**config.mk**
```make
export PLATFORM = sky130hd
export DESIGN_NAME = booth_seq_mult_flat
export DESIGN_NICKNAME = d
export VERILOG_FILES = /design/src/rtl/booth_seq_mult_if.sv /design/src/rtl/booth_seq_mult.sv /design/src/flat_wrapper.sv
export SDC_FILE = /design/constraint.sdc
export NUM_CORES = 1
export LEC_CHECK = 0
export CAP_MARGIN = 20
export CORE_ASPECT_RATIO = 1.2
export CORE_MARGIN = 10
export CORE_UTILIZATION = 50
export CTS_CLUSTER_SIZE = 28
export DETAILED_ROUTE_END_ITERATION = 12
export PLACE_DENSITY = 0.86
export SKIP_CTS_REPAIR_TIMING = 1
export SLEW_MARGIN = 20
export SYNTH_ARGS = -nofsm -noshare
export SYNTH_HDL_FRONTEND = slang
export SYNTH_SLANG_ARGS = --single-unit
```
**constraint.sdc**
```tcl
create_clock -name clk -period 6.2 [get_ports clk]
set_input_delay 0.62 -clock clk [delete_from_list [all_inputs] [get_ports clk]]
set_output_delay 0.62 -clock clk [all_outputs]
set_load 0.05 [all_outputs]
```
**src/rtl/booth_seq_mult_if.sv**
```systemverilog
// Handshake bundle for the sequential Booth multiplier: operands and start
// in, busy/done/product out.
interface booth_seq_mult_if #(parameter int N = 10);
  logic                    start;
  logic signed [N-1:0]     mcand;
  logic signed [N-1:0]     mplier;
  logic                    busy;
  logic                    done;
  logic signed [2*N-1:0]   product;

  modport master (output start, output mcand, output mplier,
                  input busy, input done, input product);
  modport slave  (input start, input mcand, input mplier,
                  output busy, output done, output product);
endinterface

```
**src/rtl/booth_seq_mult.sv**
```systemverilog
// Sequential radix-2 Booth multiplier: one add/subtract-and-shift step per
// clock, N steps per signed N x N -> 2N product, start/busy/done handshake.
module booth_seq_mult #(
  parameter int N = 10
) (
  input  logic            clk,
  input  logic            rst_n,
  booth_seq_mult_if.slave bus
);

  localparam int CW = $clog2(N + 1);

  typedef enum logic [1:0] {
    IDLE = 2'd0,
    RUN  = 2'd1,
    DONE = 2'd2
  } state_t;

  state_t                state_r;
  logic signed [N:0]     a_r;
  logic signed [N:0]     m_r;
  logic [N-1:0]          q_r;
  logic                  qm1_r;
  logic [CW-1:0]         count_r;

  logic signed [N:0]     a_sum_s;
  logic signed [N:0]     a_next_s;
  logic [N-1:0]          q_next_s;

  // Booth add/subtract chosen by {Q[0],Q_m1}, then arithmetic shift of {A,Q}
  always_comb begin
    a_sum_s = a_r;
    case ({q_r[0], qm1_r})
      2'b01:   a_sum_s = a_r + m_r;
      2'b10:   a_sum_s = a_r - m_r;
      default: a_sum_s = a_r;
    endcase
    a_next_s = {a_sum_s[N], a_sum_s[N:1]};
    q_next_s = {a_sum_s[0], q_r[N-1:1]};
  end

  // Control FSM, datapath registers and registered handshake outputs
  always_ff @(posedge clk or negedge rst_n) begin
    if (!rst_n) begin
      state_r     <= IDLE;
      a_r         <= (N+1)'(0);
      m_r         <= (N+1)'(0);
      q_r         <= N'(0);
      qm1_r       <= 1'b0;
      count_r     <= CW'(0);
      bus.busy    <= 1'b0;
      bus.done    <= 1'b0;
      bus.product <= (2*N)'(0);
    end else begin
      case (state_r)
        IDLE: begin
          bus.done <= 1'b0;
          if (bus.start) begin
            a_r      <= (N+1)'(0);
            q_r      <= bus.mplier;
            qm1_r    <= 1'b0;
            // Extra sign bit keeps -M exact for the most negative operand
            m_r      <= {bus.mcand[N-1], bus.mcand};
            count_r  <= CW'(N);
            bus.busy <= 1'b1;
            state_r  <= RUN;
          end else begin
            state_r  <= IDLE;
          end
        end
        RUN: begin
          a_r     <= a_next_s;
          q_r     <= q_next_s;
          qm1_r   <= q_r[0];
          count_r <= count_r - CW'(1);
          if (count_r == CW'(1)) begin
            state_r     <= DONE;
            bus.busy    <= 1'b0;
            bus.done    <= 1'b1;
            bus.product <= {a_next_s[N-1:0], q_next_s};
          end else begin
            state_r     <= RUN;
          end
        end
        DONE: begin
          bus.done <= 1'b0;
          state_r  <= IDLE;
        end
        default: begin
          bus.busy <= 1'b0;
          bus.done <= 1'b0;
          state_r  <= IDLE;
        end
      endcase
    end
  end

endmodule

```
**src/flat_wrapper.sv**
```systemverilog
// flat-port wrapper written by rule: the top's interface ports become plain ports
module booth_seq_mult_flat 
#(
  parameter int N = 10
)
  (clk, rst_n, bus_start, bus_mcand, bus_mplier, bus_busy, bus_done, bus_product);
  booth_seq_mult_if #(.N(N)) bus_i ();
  input  logic clk;
  input  logic rst_n;
  input wire logic [$bits(bus_i.start)-1:0] bus_start;
  input wire logic [$bits(bus_i.mcand)-1:0] bus_mcand;
  input wire logic [$bits(bus_i.mplier)-1:0] bus_mplier;
  output wire logic [$bits(bus_i.busy)-1:0] bus_busy;
  output wire logic [$bits(bus_i.done)-1:0] bus_done;
  output wire logic [$bits(bus_i.product)-1:0] bus_product;
  assign bus_i.start = bus_start;
  assign bus_i.mcand = bus_mcand;
  assign bus_i.mplier = bus_mplier;
  assign bus_busy = bus_i.busy;
  assign bus_done = bus_i.done;
  assign bus_product = bus_i.product;
  booth_seq_mult #(.N(N)) u_core (.clk(clk), .rst_n(rst_n), .bus(bus_i));
endmodule
```
## Yosys cells after proc, flatten, opt, wreduce, memory -nomap -nowiden

Cells that the tools add are included.
Widths: inputs -> output; s select.

- Register bits after elaboration: 60

- $add $sub $neg: 3
- Eq/ne operators: 7
- Mux-type cells: 17
- Bitwise logic cells: 1
- Reductions and logical operators: 6

Operator list:

| cell | count |
|---|---|
| $pmux 11 s2 | 2 |
| $pmux 10 s2 | 1 |
| $add 11x10->11 | 1 |
| $mux 11 | 1 |
| $sub 11x10->11 | 1 |
| $mux 10 | 1 |
| $pmux 4 s2 | 1 |
| $mux 1 | 6 |
| $reduce_and 2->1 | 3 |
| $eq 2x1->1 const B | 2 |
| $eq 2x2->1 const B | 2 |
| $eq 4x1->1 const B | 1 |
| $mux 4 | 1 |
| $pmux 2 s2 | 1 |
| $sub 4x1->4 const B | 1 |
| $pmux 1 s3 | 1 |
| $reduce_and 3->1 | 1 |
| $logic_not 2->1 | 1 |
| $mux 2 | 1 |
| $ne 2x1->1 const B | 1 |
| $ne 2x2->1 const B | 1 |
| $pmux 1 s2 | 1 |
| $reduce_bool 2->1 | 1 |
| $not 1->1 | 1 |

## Depth between registers and ports, before layout

Gate-level depths: netlist of the first run.

- Word-level depth: 3
- Gate-level depth with buffers: 13
- Mapped depth without buffers: 13

## Worst setup path before layout of the first run

OpenSTA, ideal clock, no wires.

- Kind: register -> register
- Start: register u_core.qm1_r
- End: register u_core.a_r[7]
- Data arrival time: 2.463 ns
- Setup slack: 3.660 ns
- Cell stages (with the launch flop): 13
- Path buffers: 1
- Clock period less this slack: 2.540 ns
- Path through: dfrtp_1 inv_1 ha_1 buf_2 mux2_2 fa_1 nor2b_4 o31a_1 o21ai_2 a21oi_1 nor3_1 o31a_1 o21ai_1

- Word-level cells in the longest chain between the ends: 3
- Elaborated cells on any way between the ends: 4

RTL lines:

| item | line | source |
|---|---|---|
| start: declaration | booth_seq_mult.sv:23 | `logic qm1_r;` |
| start signal: assignment | booth_seq_mult.sv:74 | `qm1_r <= q_r[0];` |
| $eq 2x2->1 / $eq 2x1->1 (equally long branches) | booth_seq_mult.sv:33 | `case ({q_r[0], qm1_r})` |
| $pmux 11 s2 * | booth_seq_mult.sv:33 |  |
| $pmux 11 s2 * | booth_seq_mult.sv:55 | `case (state_r)` |
| end signal: assignment | booth_seq_mult.sv:46 | `a_r <= (N+1)'(0);` |
| end signal: assignment | booth_seq_mult.sv:59 | `a_r <= (N+1)'(0);` |
| end signal: assignment | booth_seq_mult.sv:72 | `a_r <= a_next_s;` |
| end: declaration | booth_seq_mult.sv:20 | `logic signed [N:0] a_r;` |

Mark *: on every way between the ends. The rest lies on a longest branch, timed or not.
A chain may end at the register's enable or synchronous reset.

## Final worst setup path of the first run

- Start: register u_core.state_r[0]
- End: register u_core.bus.product[12]

- Word-level cells in the longest chain between the ends: 2

RTL lines:

| item | line | source |
|---|---|---|
| start: declaration | booth_seq_mult.sv:19 | `state_t state_r;` |
| start signal: assignment | booth_seq_mult.sv:45 | `state_r <= IDLE;` |
| start signal: assignment | booth_seq_mult.sv:66 | `state_r <= RUN;` |
| start signal: assignment | booth_seq_mult.sv:68 | `state_r <= IDLE;` |
| $eq 2x1->1 | booth_seq_mult.sv:55 |  |
| $reduce_and 2->1 (no line) | n/a |  |
| end signal: assignment | booth_seq_mult.sv:53 | `bus.product <= (2*N)'(0);` |
| end signal: assignment | booth_seq_mult.sv:80 | `bus.product <= {a_next_s[N-1:0], q_next_s};` |
| end: declaration | booth_seq_mult_if.sv:14 | `output busy, output done, output product);` |

Every way passes these cells.

==> metrics.cfg, run 1 <==
[place]
io_buffers=44
place_hpwl_um=5410
place_ws_ns=3.13
place.gp.congestion=0.874

[yosys]
synth_warnings=0
yosysMostFrequentCell=dfrtp_1
ys_seq_area_frac=0.459
avgSynthCellArea_um2=10.0
synth_cells=320
synth_area_leaders=dfrtp_1, mux2_2, ha_1
synth-edff-count=0
synth-seq-cells=59
synthDominantCellAreaShare=0.459
syn_nets=358
yosys.area.top_type=dfrtp_1
dominantRegCellSynth=dfrtp_1
yosysUniqueCellTypes=48
syn_area_um2=3220
synthArstFlopShare=1.00
synthTopCellsByCount=dfrtp_1, o21ai_0, nand2_1

[timing]
slew_viol_final=0
rsz0062_at_grt=no
tightest_slew_ns=1.06
hold_viol=0
min_period_ns=3.07
fin_ws_ns=3.13
max_slew_margin=0.293
min_period_over_period=0.495
finalSetupViolations=0
setup_tns_ns=0
skew_ns=0.00716
fmax_mhz=326

[route]
met3_wirelength_um=314
drc=0
vias_per_cell=5.74
top_layer_used=met4
dr.pass1.iters=4
wl_per_cell_um=16.4
via_count=2570
ant_nets=0
wl_met1_um=3050
finalWirelength_um=7360
drtIter0Drc=180
wl_met2_um=3830

[critical_path]
end_kind=flip-flop
worstPathMaxFanout=29
worstPathArrival_ns=3.29
cp-start-kind=flip-flop
crit_required_ns=6.42
crit_type=flip-flop to flip-flop

[clock_tree]
htreeDepth=3
worstSkewPairLatency_ns=0.34
numCtsBuffers=9
tritoncts=built
path_clk_slew_ns=0.06
cts_buffer_depth=2
cts_sinks=59
cts_root_buf=clkbuf_8

[floorplan]
start_util=0.525
die_y_um=108
die_w_um=93.2
coreArea_um2=6130
die-area_um2=10100
fp-row-count=31
io_pins=45

[grt]
grt.total_usage=0.150
grt_pass1_vias=2582
grt_max_degree=60
antenna_found_initial=0
grt_first_pass_wirelength_um=12200
grt-ovfl-total=0

[hold_path]
hold_path.class=primary input to asynchronous set/reset pin

[final_layout]
nets=399
antenna_cells=0
syn2layout_area_growth_pct=19.7
final_layout_size_suffix_gt1_frac=0.120

[outcome]
outcome=completed

[flow_run]
maxCapViolCount=0

area by class of cell:
cell class / instances / area [um^2]
fillers: 527 / 2280
multi-input cells: 231 / 1600
flip-flops and latches: 59 / 1480
repair buffers: 45 / 443
clock buffers: 11 / 141
well taps: 82 / 103
inverters: 15 / 56.3
clock inverters: 5 / 28.8
state kept, by name, summed over array words and instances, names as in the netlist:
| signal | flops |
|---|---|
| u_core.bus.done | 1 |
| u_core.state_r | 2 |
| u_core.a_r | 10 |
| u_core.bus.busy | 1 |
| u_core.q_r | 10 |
| u_core.count_r | 4 |
| u_core.bus.product | 20 |
| u_core.qm1_r | 1 |
| u_core.m_r | 10 |
layout by cell type, fill, tap and decap left out, types with 3 or more instances in the layout:
cell type and instances:
nor2_1 17, and3_1 3, o21a_1 3, xor2_1 5, a22oi_1 10, clkdlybuf4s50_1 43
o31ai_1 5, nor3_1 10, clkinv_2 4, nand2_1 27, o21ai_0 29, a21oi_1 22
o21ai_1 5, mux2_2 20, dfrtp_1 59, nor2b_1 11, a22o_1 4, ha_1 14
clkbuf_8 10, nand2b_1 6, xnor2_1 8, inv_1 15
cells by family after synthesis:
| logic type | after synthesis | synth area share |
|---|---|---|
| fa+ha+maj | 15 | 0.0607 |
| buf+inv | 30 | 0.0432 |
| flops | 59 | 0.459 |
| compound gates | 98 | 0.194 |
| mux | 22 | 0.0763 |
| simple gates | 83 | 0.132 |
| xor+xnor | 13 | 0.0354 |
final timing paths:
| check | cells past startpoint | from | endpoint | slack (ns) |
|---|---|---|---|---|
| worst max-delay path | 4 | u_core.state_r[0] | u_core.bus.product[12] | 3.13 |
| worst min-delay path | 2 | rst_n | u_core.m_r[4] | 0.43 |
| worst max register to register | 4 | u_core.state_r[0] | u_core.bus.product[12] | 3.13 |
| worst min register to register | 1 | u_core.count_r[3] | u_core.count_r[3] | 0.49 |
| max in group asynchronous | 2 | rst_n | u_core.bus.product[13] | 5.29 |
| min in group clk | 1 | u_core.count_r[3] | u_core.count_r[3] | 0.49 |
worst max-delay path, stage by stage (launching register included):
cell	delay, ns
dfrtp_1	0.59
nor2b_1	0.84
nand2_1	0.83
inv_1	0.33
mux2_2	0.36
metrics by stage:
| stage | hold slack [ns] | std cells | util | area [um^2] |
|---|---|---|---|---|
| after global placement | 0.469 | 432 | 0.600 | 3680 |
| after CTS | 0.446 | 448 | 0.628 | 3850 |
| after floorplan | 0.324 | 320 | - | 3220 |
| after detailed placement | 0.480 | 432 | 0.600 | 3680 |
| final | 0.432 | 448 | 0.628 | 3850 |
| after global routing | 0.483 | 448 | 0.628 | 3850 |
per-layer routing:
metal	vias up	global-route usage
met4	0	0.0585
met3	15	0.0356
met1	1268	0.175
li1	1224	-
met2	63	0.257
met5	-	0
Power of run 1 is left out: the tool's default activity adds up to more than one toggle a clock period on the data nets, which glitch-free logic cannot reach.
==> run 2, diff against run 1 <==
- CORE_UTILIZATION: 50 -> 49
- PLACE_DENSITY: 0.86 -> 0.88
- clock period: 6.2 -> 2.7 ns (I/O delays scaled with it)
==> run 2 against run 1 <==
Compared with the run above:
- the run now ends with negative setup slack left
- clock-buffer cell count is 2 lower
- global-route usage is 0.25 points higher
- non-clock buffer count is 21 higher
- via count is 2.9% higher
- sequential cell count stayed put
- final cell count is 5.4% higher
- worst hold slack worse by 0.097 ns
- utilization is 2.2 points higher
- wire length is 9.0% higher
- sequential share of layout area is 2.9 points lower
- critical path depth is 10 higher
- critical endpoint is now u_core.a_r[5]
- highest routed layer unchanged
==> metrics.cfg, run 2 (same netlist as run 1, synthesis figures left out) <==
[timing]
hold_viol=0
setup_tns_ns=-0.503
slew_viol_final=0
fmax_mhz=356
rsz0062_at_grt=yes
min_period_ns=2.81
fin_ws_ns=-0.109
tightest_slew_ns=0.725
finalSetupViolations=8
max_slew_margin=0.515
min_period_over_period=1.04
skew_ns=0.0116

[hold_path]
hold_path.class=primary input to asynchronous set/reset pin

[critical_path]
crit_slowest_cell=dfrtp_1
crit_path_max_incr_delay_ns=0.40
cp_num_buf_inv=3
cpLargestDelayFamily=compound AO/OA/AOI/OAI gates
cp-start-kind=flip-flop
crit_required_ns=2.91
end_kind=flip-flop
critPathMostFrequentCell=buf_4
cp_cell_sequence=inv_2 -> ha_4 -> buf_4 -> a21oi_1 -> xnor2_1 -> ha_1 -> o21a_1 -> o31a_1 -> buf_4 -> o21ai_2 -> nand2_1 -> xor2_1 -> mux2i_1 -> o21ai_0
worstPathMaxFanout=4
crit_type=flip-flop to flip-flop
worstPathArrival_ns=3.02

[grt]
grt.total_usage=0.152
gr-max-usage-layer=met2
antenna_found_initial=0
met3_usage=0.0468
use_met2=0.260
grt-ovfl-total=0
grt_max_degree=49
grt_first_pass_wirelength_um=12500
grt_pass1_vias=2695
grt_util_met1=0.168

[clock_tree]
cts_root_buf=clkbuf_8
path_clk_slew_ns=0.07
tritoncts=built
numCtsBuffers=9
cts_sinks=59
worstSkewPairLatency_ns=0.36
cts_buffer_depth=2
htreeDepth=3

[final_layout]
utilization=0.650
largest_reg_flops=20
nets=420
multiInputGateArea_um2=1700
antenna_cells=0
final_layout_size_suffix_gt1_frac=0.212
layout.area.seq_um2=1480
regMostFlops=u_core.bus.product
fillCellCount=479
syn2layout_area_growth_pct=29.4
final_common_cell=dfrtp_1
layout_common_cells=dfrtp_1, clkdlybuf4s50_1, o21ai_0, nand2_1, buf_4

[floorplan]
start_util=0.502
die-area_um2=10200
coreArea_um2=6410
die_w_um=94.0
io_pins=45
fp-row-count=32
die_y_um=109

[outcome]
violations=negative setup slack
outcome=finished, violations left

[place]
place.gp.congestion=0.828
io_buffers=44
place_hpwl_um=5370

[route]
drc=0
wl_per_cell_um=17.0
ant_nets=0
drtIter0Drc=168
vias_per_cell=5.60
via_count=2644
finalWirelength_um=8020
dr.pass1.iters=5

[flow_run]
maxCapViolCount=0

[run 2: changes by cell type in the layout (fill, tap and decap cells not counted), sizes merged]
cell | before | now
clkinvlp | 0 | 3
buf | 2 | 22
clkbuf | 11 | 9
clkinv | 5 | 1
inv | 15 | 16
dlygate4sd3 | 0 | 1
bufinv | 0 | 2
[run 2: worst register-to-register path, cell delays in order, from the launching register on]
cell and delay [ns]:
dfrtp_1 0.40, inv_2 0.09, ha_4 0.18, buf_4 0.14, a21oi_1 0.23, xnor2_1 0.18, ha_1 0.30, o21a_1 0.13
o31a_1 0.15, buf_4 0.15, o21ai_2 0.15, nand2_1 0.09, xor2_1 0.14, mux2i_1 0.22, o21ai_0 0.12
[run 2: worst paths after layout]
path	from	endpoint	slack, ns	cells past startpoint
min in group clk	u_core.count_r[3]	u_core.count_r[3]	0.48	1
max in group asynchronous	rst_n	u_core.bus.product[15]	1.47	3
min	rst_n	u_core.m_r[3]	0.33	2
max reg2reg	u_core.m_r[0]	u_core.a_r[5]	-0.11	14
max	u_core.m_r[0]	u_core.a_r[5]	-0.11	14
min reg2reg	u_core.count_r[3]	u_core.count_r[3]	0.48	1
[run 2: cell type report]
type	count	area share
clock buffer	9	0.0298
inverter	15	0.0135
sequential	59	0.355
multi-input combinational	231	0.407
timing repair buffer	66	0.145
clock inverter	7	0.0241
tap	85	0.0256
[run 2: layer usage]
layer | vias to the layer above | wire [um]
met2 | 91 | 4250
met1 | 1268 | 3120
met5 | - | 0
met3 | 18 | 448
met4 | 0 | 206
li1 | 1267 | -
[run 2: stage by stage]
| stage | cells | setup WS [ns] | hold WS, ns | instance area [um^2] |
|---|---|---|---|---|
| floorplan | 320 | 0.160 | -0.0256 | 3220 |
| global placement | 444 | 0.0610 | 0.171 | 3750 |
| detailed placement | 444 | -0.0247 | 0.174 | 3750 |
| CTS | 460 | -0.0512 | -0.194 | 3970 |
| global route | 472 | -0.250 | 0.380 | 4160 |
| finish | 472 | -0.109 | 0.335 | 4160 |
Power of run 2 is left out for the same reason.
==> run 3, diff against run 2 <==
- SETUP_SLACK_MARGIN: unset -> 0.4
==> run 3 against run 2 <==
Compared with the run above:
- the flow now finishes without violations
- die area unchanged
- setup slack improved by 0.15 ns
- critical path depth shrank 2
- utilization grew 0.82 points
- critical endpoint is now u_core.a_r[9]
- largest cell class unchanged
==> metrics.cfg, run 3 (same netlist as run 1, synthesis figures left out) <==
[timing]
rsz0062_at_grt=yes
hold_viol=0
tightest_slew_ns=0.714
fmax_mhz=377
skew_ns=0.0136
slew_viol_final=0
fin_ws_ns=0.0450
max_slew_margin=0.523
min_period_ns=2.66
finalSetupViolations=0
min_period_over_period=0.983

[critical_path]
crit_required_ns=2.92
cp-start-kind=flip-flop
end_kind=flip-flop
crit_type=flip-flop to flip-flop
worstPathArrival_ns=2.87
cp_cell_sequence=buf_6 -> nor3_2 -> nor2_1 -> xnor2_1 -> ha_1 -> o21a_1 -> o31a_1 -> o31ai_2 -> nor4b_4 -> nor3_1 -> o21ai_1 -> o31ai_1
crit_path_max_incr_delay_ns=0.42
worstPathMaxFanout=4
crit_slowest_cell=dfrtp_1

[place]
io_buffers=44
place.gp.congestion=0.877
dp.cells=448
place_hpwl_um=5390
place_ws_ns=-0.0138

[final_layout]
nets=426
regMostFlops=u_core.bus.product
largest_reg_flops=20
syn2layout_area_growth_pct=31.1
antenna_cells=0
final_common_cell=dfrtp_1
fillCellCount=464
final_layout_size_suffix_gt1_frac=0.244
final_cells=478
layout_common_cells=dfrtp_1, clkdlybuf4s50_1, nand2_1, buf_4, o21ai_0

[route]
finalWirelength_um=8000
ant_nets=0
dr.pass1.iters=4
via_count=2723
wl_per_cell_um=16.7
drc=0
drtIter0Drc=196
vias_per_cell=5.70

[floorplan]
coreArea_um2=6410
fp-row-count=32
die-area_um2=10200
io_pins=45
start_util=0.502
die_w_um=94.0
die_y_um=109

[grt]
antenna_found_initial=0
grt_pass1_vias=2663
grt-ovfl-total=0
grt_max_degree=42
grt_first_pass_wirelength_um=12500
grt.total_usage=0.152

[clock_tree]
tritoncts=built
worstSkewPairLatency_ns=0.35
cts_root_buf=clkbuf_8
cts_sinks=59
htreeDepth=3
cts_buffer_depth=2
path_clk_slew_ns=0.08
numCtsBuffers=9

[outcome]
outcome=completed

[flow_run]
maxCapViolCount=0

[hold_path]
hold_path.class=primary input to asynchronous set/reset pin

[run 3: changes by cell type in the layout (fill, tap and decap cells not counted), sizes merged]
| cell | previous run | this run |
|---|---|---|
| buf | 22 | 28 |
| clkinv | 1 | 4 |
| clkinvlp | 3 | 1 |
| clkbuf | 9 | 10 |
| bufinv | 2 | 1 |
| inv | 16 | 15 |
[run 3: cell type report]
cell class                 instances  area [um^2]  share of cell area
timing repair buffer              72          652               0.155
tap                               85          106              0.0252
multi-input combinational        231         1720               0.408
clock buffer                      10          138              0.0327
sequential                        59         1480               0.350
inverter                          15         56.3              0.0134
clock inverter                     6         65.1              0.0154
[run 3: final timing paths]
kind	startpoint	end	slack (ns)	depth (start not counted)
min reg2reg	u_core.count_r[3]	u_core.count_r[3]	0.48	1
max in group asynchronous	rst_n	u_core.q_r[9]	1.48	3
min	rst_n	u_core.m_r[0]	0.37	2
min in group clk	u_core.count_r[3]	u_core.count_r[3]	0.48	1
max reg2reg	u_core.m_r[2]	u_core.a_r[9]	0.04	12
max	u_core.m_r[2]	u_core.a_r[9]	0.04	12
[run 3: per-layer routing]
metal / vias up / track usage / share of wire
met5: - / 0 / 0
li1: 1283 / - / -
met4: 0 / 0.0772 / 0.033
met2: 86 / 0.257 / 0.53
met3: 25 / 0.0468 / 0.054
met1: 1329 / 0.169 / 0.38
[run 3: metrics by stage]
| stage | utilization | setup TNS, ns | area (um^2) | hold slack, ns |
|---|---|---|---|---|
| 2_1_floorplan | - | 0 | 3260 | -0.0256 |
| 3_3_place_gp | 0.595 | 0 | 3810 | 0.229 |
| 3_5_place_dp | 0.595 | -0.0138 | 3810 | 0.231 |
| 4_1_cts | 0.627 | -0.0648 | 4020 | -0.141 |
| 5_1_grt | 0.658 | -0.368 | 4210 | 0.437 |
| 6_report | 0.658 | 0 | 4210 | 0.373 |
[run 3: worst max-delay path: cells and delay by family (launching register included)]
family | cells | cell delay, ns
and+or+nand+nor | 4 | 0.63
DFF | 1 | 0.42
adders and majority gates | 1 | 0.37
xor gates and xnor gates | 1 | 0.13
AOI/OAI and AO/OA | 5 | 0.80
buffers and inverters | 1 | 0.14
Power of run 3 is left out for the same reason.
